==> config.mk <==
export PLATFORM = sky130hd
export DESIGN_NAME = trap_ctrl_flat
export DESIGN_NICKNAME = d
export VERILOG_FILES = /design/src/rtl/trap_pkg.sv /design/src/rtl/trap_ctrl_if.sv /design/src/rtl/trap_prio_enc.sv /design/src/rtl/trap_ctrl.sv /design/src/flat_wrapper.sv
export SDC_FILE = /design/constraint.sdc
export NUM_CORES = 1
export LEC_CHECK = 0
export ABC_AREA = 0
export CORE_MARGIN = 8
export CORE_UTILIZATION = 40
export CTS_CLUSTER_SIZE = 16
export DETAILED_ROUTE_END_ITERATION = 10
export PLACE_DENSITY = 0.82
export SLEW_MARGIN = 25
export SYNTH_ARGS = -nofsm -noshare
export SYNTH_HDL_FRONTEND = slang
export SYNTH_HIERARCHICAL = 1
export SYNTH_SLANG_ARGS = --single-unit
==> constraint.sdc <==
create_clock -name CLK -period 2.3 [get_ports CLK]
set_input_delay 0.345 -clock CLK [delete_from_list [all_inputs] [get_ports CLK]]
set_output_delay 0.345 -clock CLK [all_outputs]
set_load 0.1 [all_outputs]
==> src/rtl/trap_pkg.sv <==
// Shared trap-controller definitions: cause codes, FSM encoding and the
// priority-encoder result payload.
package trap_pkg;

   localparam int unsigned CODE_W = 6;

   localparam logic [CODE_W-1:0] CAUSE_MISALIGN   = 6'd0;
   localparam logic [CODE_W-1:0] CAUSE_ILLEGAL    = 6'd2;
   localparam logic [CODE_W-1:0] CAUSE_EBREAK     = 6'd3;
   localparam logic [CODE_W-1:0] CAUSE_ECALL_BASE = 6'd8;
   localparam logic [CODE_W-1:0] CAUSE_MEI        = 6'd11;
   localparam logic [CODE_W-1:0] CAUSE_MSI        = 6'd3;
   localparam logic [CODE_W-1:0] CAUSE_MTI        = 6'd7;

   localparam logic [1:0] IDLE     = 2'd0;
   localparam logic [1:0] TRAP     = 2'd1;
   localparam logic [1:0] REDIRECT = 2'd2;

   typedef struct packed {
      logic              take;
      logic              is_irq;
      logic [CODE_W-1:0] code;
   } trap_sel_t;

   // ECALL cause depends on the privilege level the call came from
   function automatic logic [CODE_W-1:0] ecall_code(input logic [1:0] priv);
      return CAUSE_ECALL_BASE + CODE_W'(priv);
   endfunction

endpackage

==> src/rtl/trap_ctrl_if.sv <==
// Commit-point, interrupt and CSR-file signals of the trap controller.
interface trap_ctrl_if #(
   parameter int unsigned XLEN = 64
);

   logic            COMMIT_VALID;
   logic [XLEN-1:0] COMMIT_PC;
   logic            EXC_MISALIGN;
   logic            EXC_ILLEGAL;
   logic            EXC_EBREAK;
   logic            EXC_ECALL;
   logic [1:0]      PRIV;
   logic            GLOBAL_IE;
   logic            IRQ_EXT;
   logic            IRQ_SW;
   logic            IRQ_TIMER;
   logic [2:0]      IRQ_EN;
   logic            KILL;
   logic            CS;
   logic [XLEN-1:0] CAUSE;
   logic [XLEN-1:0] NPC;
   logic            FLUSH;
   logic            REDIRECT;
   logic            BUSY;

   modport master (
      output COMMIT_VALID, COMMIT_PC, EXC_MISALIGN, EXC_ILLEGAL, EXC_EBREAK,
             EXC_ECALL, PRIV, GLOBAL_IE, IRQ_EXT, IRQ_SW, IRQ_TIMER, IRQ_EN,
      input  KILL, CS, CAUSE, NPC, FLUSH, REDIRECT, BUSY
   );

   modport slave (
      input  COMMIT_VALID, COMMIT_PC, EXC_MISALIGN, EXC_ILLEGAL, EXC_EBREAK,
             EXC_ECALL, PRIV, GLOBAL_IE, IRQ_EXT, IRQ_SW, IRQ_TIMER, IRQ_EN,
      output KILL, CS, CAUSE, NPC, FLUSH, REDIRECT, BUSY
   );

endinterface

==> src/rtl/trap_prio_enc.sv <==
// Fixed-priority trap selection: exceptions first, then eligible interrupts.
module trap_prio_enc
   import trap_pkg::*;
(
   input  logic       misalign,
   input  logic       illegal,
   input  logic       ebreak,
   input  logic       ecall,
   input  logic [2:0] irq,        // eligible interrupts {ext, timer, sw}
   input  logic [1:0] priv,
   output trap_sel_t  sel_c
);

   always_comb begin
      sel_c = '0;
      if (misalign) begin
         sel_c = '{take: 1'b1, is_irq: 1'b0, code: CAUSE_MISALIGN};
      end else if (illegal) begin
         sel_c = '{take: 1'b1, is_irq: 1'b0, code: CAUSE_ILLEGAL};
      end else if (ebreak) begin
         sel_c = '{take: 1'b1, is_irq: 1'b0, code: CAUSE_EBREAK};
      end else if (ecall) begin
         sel_c = '{take: 1'b1, is_irq: 1'b0, code: ecall_code(priv)};
      end else if (irq[2]) begin
         sel_c = '{take: 1'b1, is_irq: 1'b1, code: CAUSE_MEI};
      end else if (irq[0]) begin
         sel_c = '{take: 1'b1, is_irq: 1'b1, code: CAUSE_MSI};
      end else if (irq[1]) begin
         sel_c = '{take: 1'b1, is_irq: 1'b1, code: CAUSE_MTI};
      end
   end

endmodule

==> src/rtl/trap_ctrl.sv <==
// Trap controller: selects one trap per commit, pulses CS into the CSR file,
// then sequences flush and redirect. Define TRAP_CTRL_EDGE_IRQ_EN to make the
// external interrupt edge-captured instead of level-sensitive.
module trap_ctrl
   import trap_pkg::*;
#(
   parameter int unsigned XLEN = 64
) (
   input logic        CLK,
   input logic        RESET,
   trap_ctrl_if.slave bus
);

   localparam int unsigned PAD_W = XLEN - 1 - CODE_W;

   logic [1:0]      state;
   logic [1:0]      state_d;
   trap_sel_t       sel_c;
   logic [2:0]      irq_elig;
   logic            ext_src;
   logic            take;
   logic            enter_trap;
   logic            cs_q;
   logic            flush_q;
   logic            redirect_q;
   logic            busy_q;
   logic [XLEN-1:0] cause_q;
   logic [XLEN-1:0] npc_q;

`ifdef TRAP_CTRL_EDGE_IRQ_EN
   logic ext_prev;
   logic ext_pend;
   logic ext_clr;

   // A new rising edge wins over the clear from the trap it would otherwise miss
   assign ext_clr = enter_trap & sel_c.is_irq & (sel_c.code == CAUSE_MEI);

   always_ff @(posedge CLK) begin
      if (RESET) begin
         ext_prev <= 1'b0;
         ext_pend <= 1'b0;
      end else begin
         ext_prev <= bus.IRQ_EXT;
         ext_pend <= (ext_pend & ~ext_clr) | (bus.IRQ_EXT & ~ext_prev);
      end
   end

   assign ext_src = ext_pend;
`else
   assign ext_src = bus.IRQ_EXT;
`endif

   assign irq_elig = {ext_src & bus.IRQ_EN[2],
                      bus.IRQ_TIMER & bus.IRQ_EN[1],
                      bus.IRQ_SW & bus.IRQ_EN[0]} & {3{bus.GLOBAL_IE}};

   trap_prio_enc u_prio (
      .misalign (bus.EXC_MISALIGN & bus.COMMIT_VALID),
      .illegal  (bus.EXC_ILLEGAL  & bus.COMMIT_VALID),
      .ebreak   (bus.EXC_EBREAK   & bus.COMMIT_VALID),
      .ecall    (bus.EXC_ECALL    & bus.COMMIT_VALID),
      .irq      (irq_elig),
      .priv     (bus.PRIV),
      .sel_c    (sel_c)
   );

   assign take       = bus.COMMIT_VALID & sel_c.take;
   assign enter_trap = take & (state == IDLE) & ~RESET;

   // Next-state logic
   always_comb begin
      state_d = state;
      case (state)
         IDLE:     if (take) state_d = TRAP;
         TRAP:     state_d = REDIRECT;
         REDIRECT: state_d = IDLE;
         default:  state_d = IDLE;
      endcase
   end

   // State and registered outputs, decoded from the state being entered
   always_ff @(posedge CLK) begin
      if (RESET) begin
         state      <= IDLE;
         cs_q       <= 1'b0;
         flush_q    <= 1'b0;
         redirect_q <= 1'b0;
         busy_q     <= 1'b0;
         cause_q    <= '0;
         npc_q      <= '0;
      end else begin
         state      <= state_d;
         cs_q       <= (state_d == TRAP);
         flush_q    <= (state_d == TRAP) | (state_d == REDIRECT);
         redirect_q <= (state_d == REDIRECT);
         busy_q     <= (state_d != IDLE);
         if (enter_trap) begin
            cause_q <= {sel_c.is_irq, PAD_W'(0), sel_c.code};
            npc_q   <= bus.COMMIT_PC;
         end
      end
   end

   assign bus.KILL     = enter_trap;
   assign bus.CS       = cs_q;
   assign bus.FLUSH    = flush_q;
   assign bus.REDIRECT = redirect_q;
   assign bus.BUSY     = busy_q;
   assign bus.CAUSE    = cause_q;
   assign bus.NPC      = npc_q;

endmodule

==> src/flat_wrapper.sv <==
// flat-port wrapper written by rule: the top's interface ports become plain ports
module trap_ctrl_flat import trap_pkg::*;
#(
   parameter int unsigned XLEN = 64
)
  (CLK, RESET, bus_COMMIT_VALID, bus_COMMIT_PC, bus_EXC_MISALIGN, bus_EXC_ILLEGAL, bus_EXC_EBREAK, bus_EXC_ECALL, bus_PRIV, bus_GLOBAL_IE, bus_IRQ_EXT, bus_IRQ_SW, bus_IRQ_TIMER, bus_IRQ_EN, bus_KILL, bus_CS, bus_CAUSE, bus_NPC, bus_FLUSH, bus_REDIRECT, bus_BUSY);
  trap_ctrl_if #(.XLEN(XLEN)) bus_i ();
  input logic CLK;
  input logic RESET;
  input wire logic [$bits(bus_i.COMMIT_VALID)-1:0] bus_COMMIT_VALID;
  input wire logic [$bits(bus_i.COMMIT_PC)-1:0] bus_COMMIT_PC;
  input wire logic [$bits(bus_i.EXC_MISALIGN)-1:0] bus_EXC_MISALIGN;
  input wire logic [$bits(bus_i.EXC_ILLEGAL)-1:0] bus_EXC_ILLEGAL;
  input wire logic [$bits(bus_i.EXC_EBREAK)-1:0] bus_EXC_EBREAK;
  input wire logic [$bits(bus_i.EXC_ECALL)-1:0] bus_EXC_ECALL;
  input wire logic [$bits(bus_i.PRIV)-1:0] bus_PRIV;
  input wire logic [$bits(bus_i.GLOBAL_IE)-1:0] bus_GLOBAL_IE;
  input wire logic [$bits(bus_i.IRQ_EXT)-1:0] bus_IRQ_EXT;
  input wire logic [$bits(bus_i.IRQ_SW)-1:0] bus_IRQ_SW;
  input wire logic [$bits(bus_i.IRQ_TIMER)-1:0] bus_IRQ_TIMER;
  input wire logic [$bits(bus_i.IRQ_EN)-1:0] bus_IRQ_EN;
  output wire logic [$bits(bus_i.KILL)-1:0] bus_KILL;
  output wire logic [$bits(bus_i.CS)-1:0] bus_CS;
  output wire logic [$bits(bus_i.CAUSE)-1:0] bus_CAUSE;
  output wire logic [$bits(bus_i.NPC)-1:0] bus_NPC;
  output wire logic [$bits(bus_i.FLUSH)-1:0] bus_FLUSH;
  output wire logic [$bits(bus_i.REDIRECT)-1:0] bus_REDIRECT;
  output wire logic [$bits(bus_i.BUSY)-1:0] bus_BUSY;
  assign bus_i.COMMIT_VALID = bus_COMMIT_VALID;
  assign bus_i.COMMIT_PC = bus_COMMIT_PC;
  assign bus_i.EXC_MISALIGN = bus_EXC_MISALIGN;
  assign bus_i.EXC_ILLEGAL = bus_EXC_ILLEGAL;
  assign bus_i.EXC_EBREAK = bus_EXC_EBREAK;
  assign bus_i.EXC_ECALL = bus_EXC_ECALL;
  assign bus_i.PRIV = bus_PRIV;
  assign bus_i.GLOBAL_IE = bus_GLOBAL_IE;
  assign bus_i.IRQ_EXT = bus_IRQ_EXT;
  assign bus_i.IRQ_SW = bus_IRQ_SW;
  assign bus_i.IRQ_TIMER = bus_IRQ_TIMER;
  assign bus_i.IRQ_EN = bus_IRQ_EN;
  assign bus_KILL = bus_i.KILL;
  assign bus_CS = bus_i.CS;
  assign bus_CAUSE = bus_i.CAUSE;
  assign bus_NPC = bus_i.NPC;
  assign bus_FLUSH = bus_i.FLUSH;
  assign bus_REDIRECT = bus_i.REDIRECT;
  assign bus_BUSY = bus_i.BUSY;
  trap_ctrl #(.XLEN(XLEN)) u_core (.CLK(CLK), .RESET(RESET), .bus(bus_i));
endmodule
Yosys cells after proc, flatten, opt, wreduce, memory -nomap -nowiden:

Index checks and enable logic that the tools add are counted.

* register bits: 77
* output and inout bits: 133
* input bits: 80
* logic and storage cells: 35

* add/sub/neg operators: 1
* multiplexer cells: 9
* reduce and logical (&&, ||, !) cells: 2
* equal/unequal tests: 3
* bitwise operators: 13

Operators by type and width (count)
* $mux W8: 7
* $and A1 B1 Y1: 10
* $add A4 B2 Y5 const A: 1
* $eq A2 B1 Y1 const B: 2
* $pmux W2 S2: 1
* $and A3 B3 Y3: 1
* $eq A2 B2 Y1 const B: 1
* $logic_not A2 Y1: 1
* $mux W2: 1
* $reduce_bool A2 Y1: 1
* $not A1 Y1: 1
* $or A1 B1 Y1: 1

Logic depth before layout (Yosys ltp):

Gate-level depths: netlist of run 1.

* word-level depth: 14
* gate-level depth with buffers: 9
* depth with buffers taken out: 7

Hierarchy:

The synthesis of run 1 kept the hierarchy.

By module, submodules not included
* trap_ctrl: area an instance 3897.5 um^2, cells an instance 389, instances 1
* trap_prio_enc: area an instance 118.9 um^2, cells an instance 18, instances 1

Least setup slack after synthesis of run 1:

Ideal clock, no wire load.

* path type: register -> output
* start point: register u_core.state[1]
* end point: output bus_KILL
* slack: -0.428 ns
* path buffers: 1
* stages on the path, launching flop included: 4
* arrival: 2.383 ns
* cell sequence: dfxtp_1 -> nand4bb_1 -> buf_6 -> nor2_1

* cells in the longest elaborated chain, start to end: 3

RTL lines
* start, declared: RTL line trap_ctrl.sv:16 `logic [1:0] state;`
* start signal, assigned: RTL line trap_ctrl.sv:92 `state <= state_d;`
* $logic_not A2 Y1: RTL line trap_ctrl.sv:68 `assign enter_trap = take & (state == IDLE) & ~RESET;`
* $and A1 B1 Y1 (2 in a row): RTL line trap_ctrl.sv:68
* end, declared: RTL line flat_wrapper.sv:22 `output wire logic [$bits(bus_i.KILL)-1:0] bus_KILL;`

No other way between the ends.

==> results of run 1 <==
## layout make-up
type / count / area (um2) / share of cell area
clock inverters: 4 / 95.09 / 0.01732
multi-input cells: 303 / 2034 / 0.3705
flip-flops and latches: 76 / 1521 / 0.2771
clock buffers: 12 / 155.1 / 0.02825
well taps: 133 / 166.4 / 0.03030
inverters: 2 / 20.02 / 0.003645
repair buffers: 169 / 1499 / 0.2730
## sequential cells by signal (all words and copies together), names as in the netlist
name / count
u_core/state: 2
u_core/bus.BUSY: 1
u_core/bus.CAUSE: 7
u_core/bus.FLUSH: 1
u_core/bus.NPC: 64
u_core/bus.CS: 1
## worst max-delay path by stage
stage / startpoint / endpoint / cells past startpoint
finish: bus_COMMIT_VALID / bus_KILL / 7
global route: bus_COMMIT_VALID / bus_KILL / 7
CTS: bus_COMMIT_VALID / bus_KILL / 7
detailed placement: bus_COMMIT_VALID / u_core/bus.NPC[9] / 9
global placement: bus_COMMIT_VALID / u_core/bus.CS / 9
floorplan: u_core/state[1] / bus_KILL / 3
## logic make-up after synthesis
family                     Yosys count  synth area share
adders and majority gates            2          0.006230
and+or+nand+nor                    169            0.2620
AOI/OAI and AO/OA                    2          0.005607
buffers and inverters               85            0.1685
other                                2          0.001870
muxes                               71            0.1769
DFF                                 76            0.3788
## power by group through the flow
stage	combinational, mW	sequential, mW	clock (mW)
2_1_floorplan	0.833	2.21	0
3_3_place_gp	1.79	1.50	0
3_5_place_dp	1.80	1.50	0
4_1_cts	1.80	1.47	1.29
5_1_grt	1.86	1.48	1.34
6_report	1.80	1.47	1.25
## layer usage
metal | global-route usage | part of all wire
met1 | 0.1533 | 0.40
met2 | 0.2424 | 0.50
met3 | 0.05533 | 0.096
met4 | 0.04235 | 0.0096
met5 | 0 | 0
## synth_stat cells
library cell / n / area share
or2b_1: 1 / 0.0019
a2111oi_2: 1 / 0.0037
a211oi_1: 1 / 0.0019
dfxtp_1: 76 / 0.38
buf_12: 7 / 0.035
buf_6: 1 / 0.0028
nor4b_1: 1 / 0.0022
and2_1: 4 / 0.0062
mux2i_1: 71 / 0.18
clkbuf_1: 14 / 0.013
nand4bb_1: 1 / 0.0028
nor4_1: 2 / 0.0031
nor3b_1: 1 / 0.0019
nor4_2: 1 / 0.0031
conb_1: 2 / 0.0019
nor2_1: 7 / 0.0065
nand2_1: 1 / 0.00093
buf_4: 59 / 0.11
nor2b_1: 3 / 0.0047
inv_12: 1 / 0.0041
inv_1: 1 / 0.00093
nand2b_1: 142 / 0.22
and3_1: 4 / 0.0062
nor3_1: 1 / 0.0012
buf_2: 2 / 0.0025
ha_1: 2 / 0.0062
## stage by stage
stage,power [mW],worst slack [ps]
after CTS,4.567,92.53
after floorplan,3.038,46.77
after global routing,4.683,0.6883
after global placement,3.283,44.11
after detailed placement,3.303,-28.40
final,4.522,89.98
## cells in the final DEF, fill, tap and decap left out, drive strengths merged, types with 4 or more instances in the layout
master and count:
nand2b 142, buf 91, clkdlybuf4s50 78, dfxtp 76, mux2i 71, conb 59
clkbuf 12, nor2 7, and3 4, and2 4
==> impl_metrics.yaml, run 1 <==
run_status:
  status: "complete, no violations"
power:
  pwr-share-seq: 0.325
  p_int_mw: 2.623
  p_sw_frac: 0.4200
  ir_worst_vdd_v: 0.0004574
  switching_power_mw: 1.899
  cellPowerDensity_nw_per_um2: 823.5
  p_comb_frac: 0.398
  p_leak_nw: 2.406
  power.share.clock: 0.277
cts:
  cts-buffers-inserted: 9
  cts_htree_levels: 3
  postCtsResizedCells: 0
  cts.path.max_buffers: 2
  clock-sinks: 76
  postCtsSetupBuffers: 0
  worstSkewPairLatency_ps: 330
  cts.clk_slew.worst_paths_ps: 80
  cts_tree: "done"
  hold_buffers: 0
  cts_root_buf: "clkbuf_8"
worst_setup_path:
  r2r_start: "u_core/state[1]"
  rr_worst_depth: 5
  regToRegSetupSlack_ps: 880
  slowest_delay_ps: 460
  crit_path_end_kind: "output pin"
  crit_path_top_delay_cell: "clkdlybuf4s50_1"
  path_buf_inv: 2
  critical_path_required_ps: 1960
  timing.rr.end: "u_core/bus.NPC[9]"
  path_cells: "clkdlybuf4s50_1 -> and2_1 -> nor4_2 -> nand2_1 -> nand4bb_1 -> nor2_2 -> buf_12"
  crit_family: "simple AND/OR/NAND/NOR gates"
  worstPathArrival_ps: 1870
  cp-start-kind: "input port"
  crit_fanout: 5
  critPathKind: "in -> out"
synthesis:
  synth.ff_latch_count: 76
  ys_types: 26
  syn_area_um2: 4016
  syn_area_per_cell_um2: 9.868
  seq_area_frac_synth: 0.3788
  yosysWarnings: 6
  synth_cells: 407
sta:
  finalCritPeriodShare: 0.9609
  hold_violations: 0
  rsz0062_at_grt: "false"
  setup_viol: 0
  fmax_mhz: 452.5
  timing.hold.ws_ps: 314.9
  fin_tns_setup_ps: 0
  worst_pin_slew_ps: 561.4
  slew_viol_final: 0
  skew_ps: 5.272
  period_needed_ps: 2210
  slew_headroom: 0.6257
detailed_routing:
  viasPerCell: 4.225
  vias: 2953
  drc_errors: 0
  wl_per_cell_um: 14.09
  wl_um: 9851
  drt-pass1-iter-count: 4
  drt_iter0_drc: 130
  ant_nets: 0
hold_path:
  hold_end: "u_core/bus.CS"
  hp-start: "RESET"
  hold_class: "in -> reg"
  hold_depth: 2
placement:
  io_buffers: 155
  place_inst: 683
  hpwl_um: 7776
  place.gp.congestion: 0.7304
  dpl_cell_area_um2: 5241
cells_and_area:
  num_antenna_cells: 0
  drive_gt1_frac: 0.1943
  final_net_count: 643
  nFillCells: 893
  utilization: 0.5618
  syn_to_final_growth_pct: 36.73
  fin_area_um2: 5492
  finalNonFillerCells: 699
die:
  fp-row-count: 36
  start_util: 0.4109
  die_w_um: 116.2
  fp.dieH_um: 116.2
  dieArea_um2: 13500
  coreArea_um2: 9774
  ioPinCount: 213
global_route:
  grt_pass1_wl_um: 15080
  grt_overflow: 0
  grt_pass1_vias: 3113
  antenna_found_initial: 0
  track_usage: 0.1396
  grt_max_degree: 86
flow_run:
  cap_violations: 0
Power figures use the tool's default switching activity.
==> run 2, diff against run 1 <==
SKIP_CTS_REPAIR_TIMING = 1   (was unset)
==> results of run 2 <==
No change in the layout: final DEF, timing and power equal those of run 1.
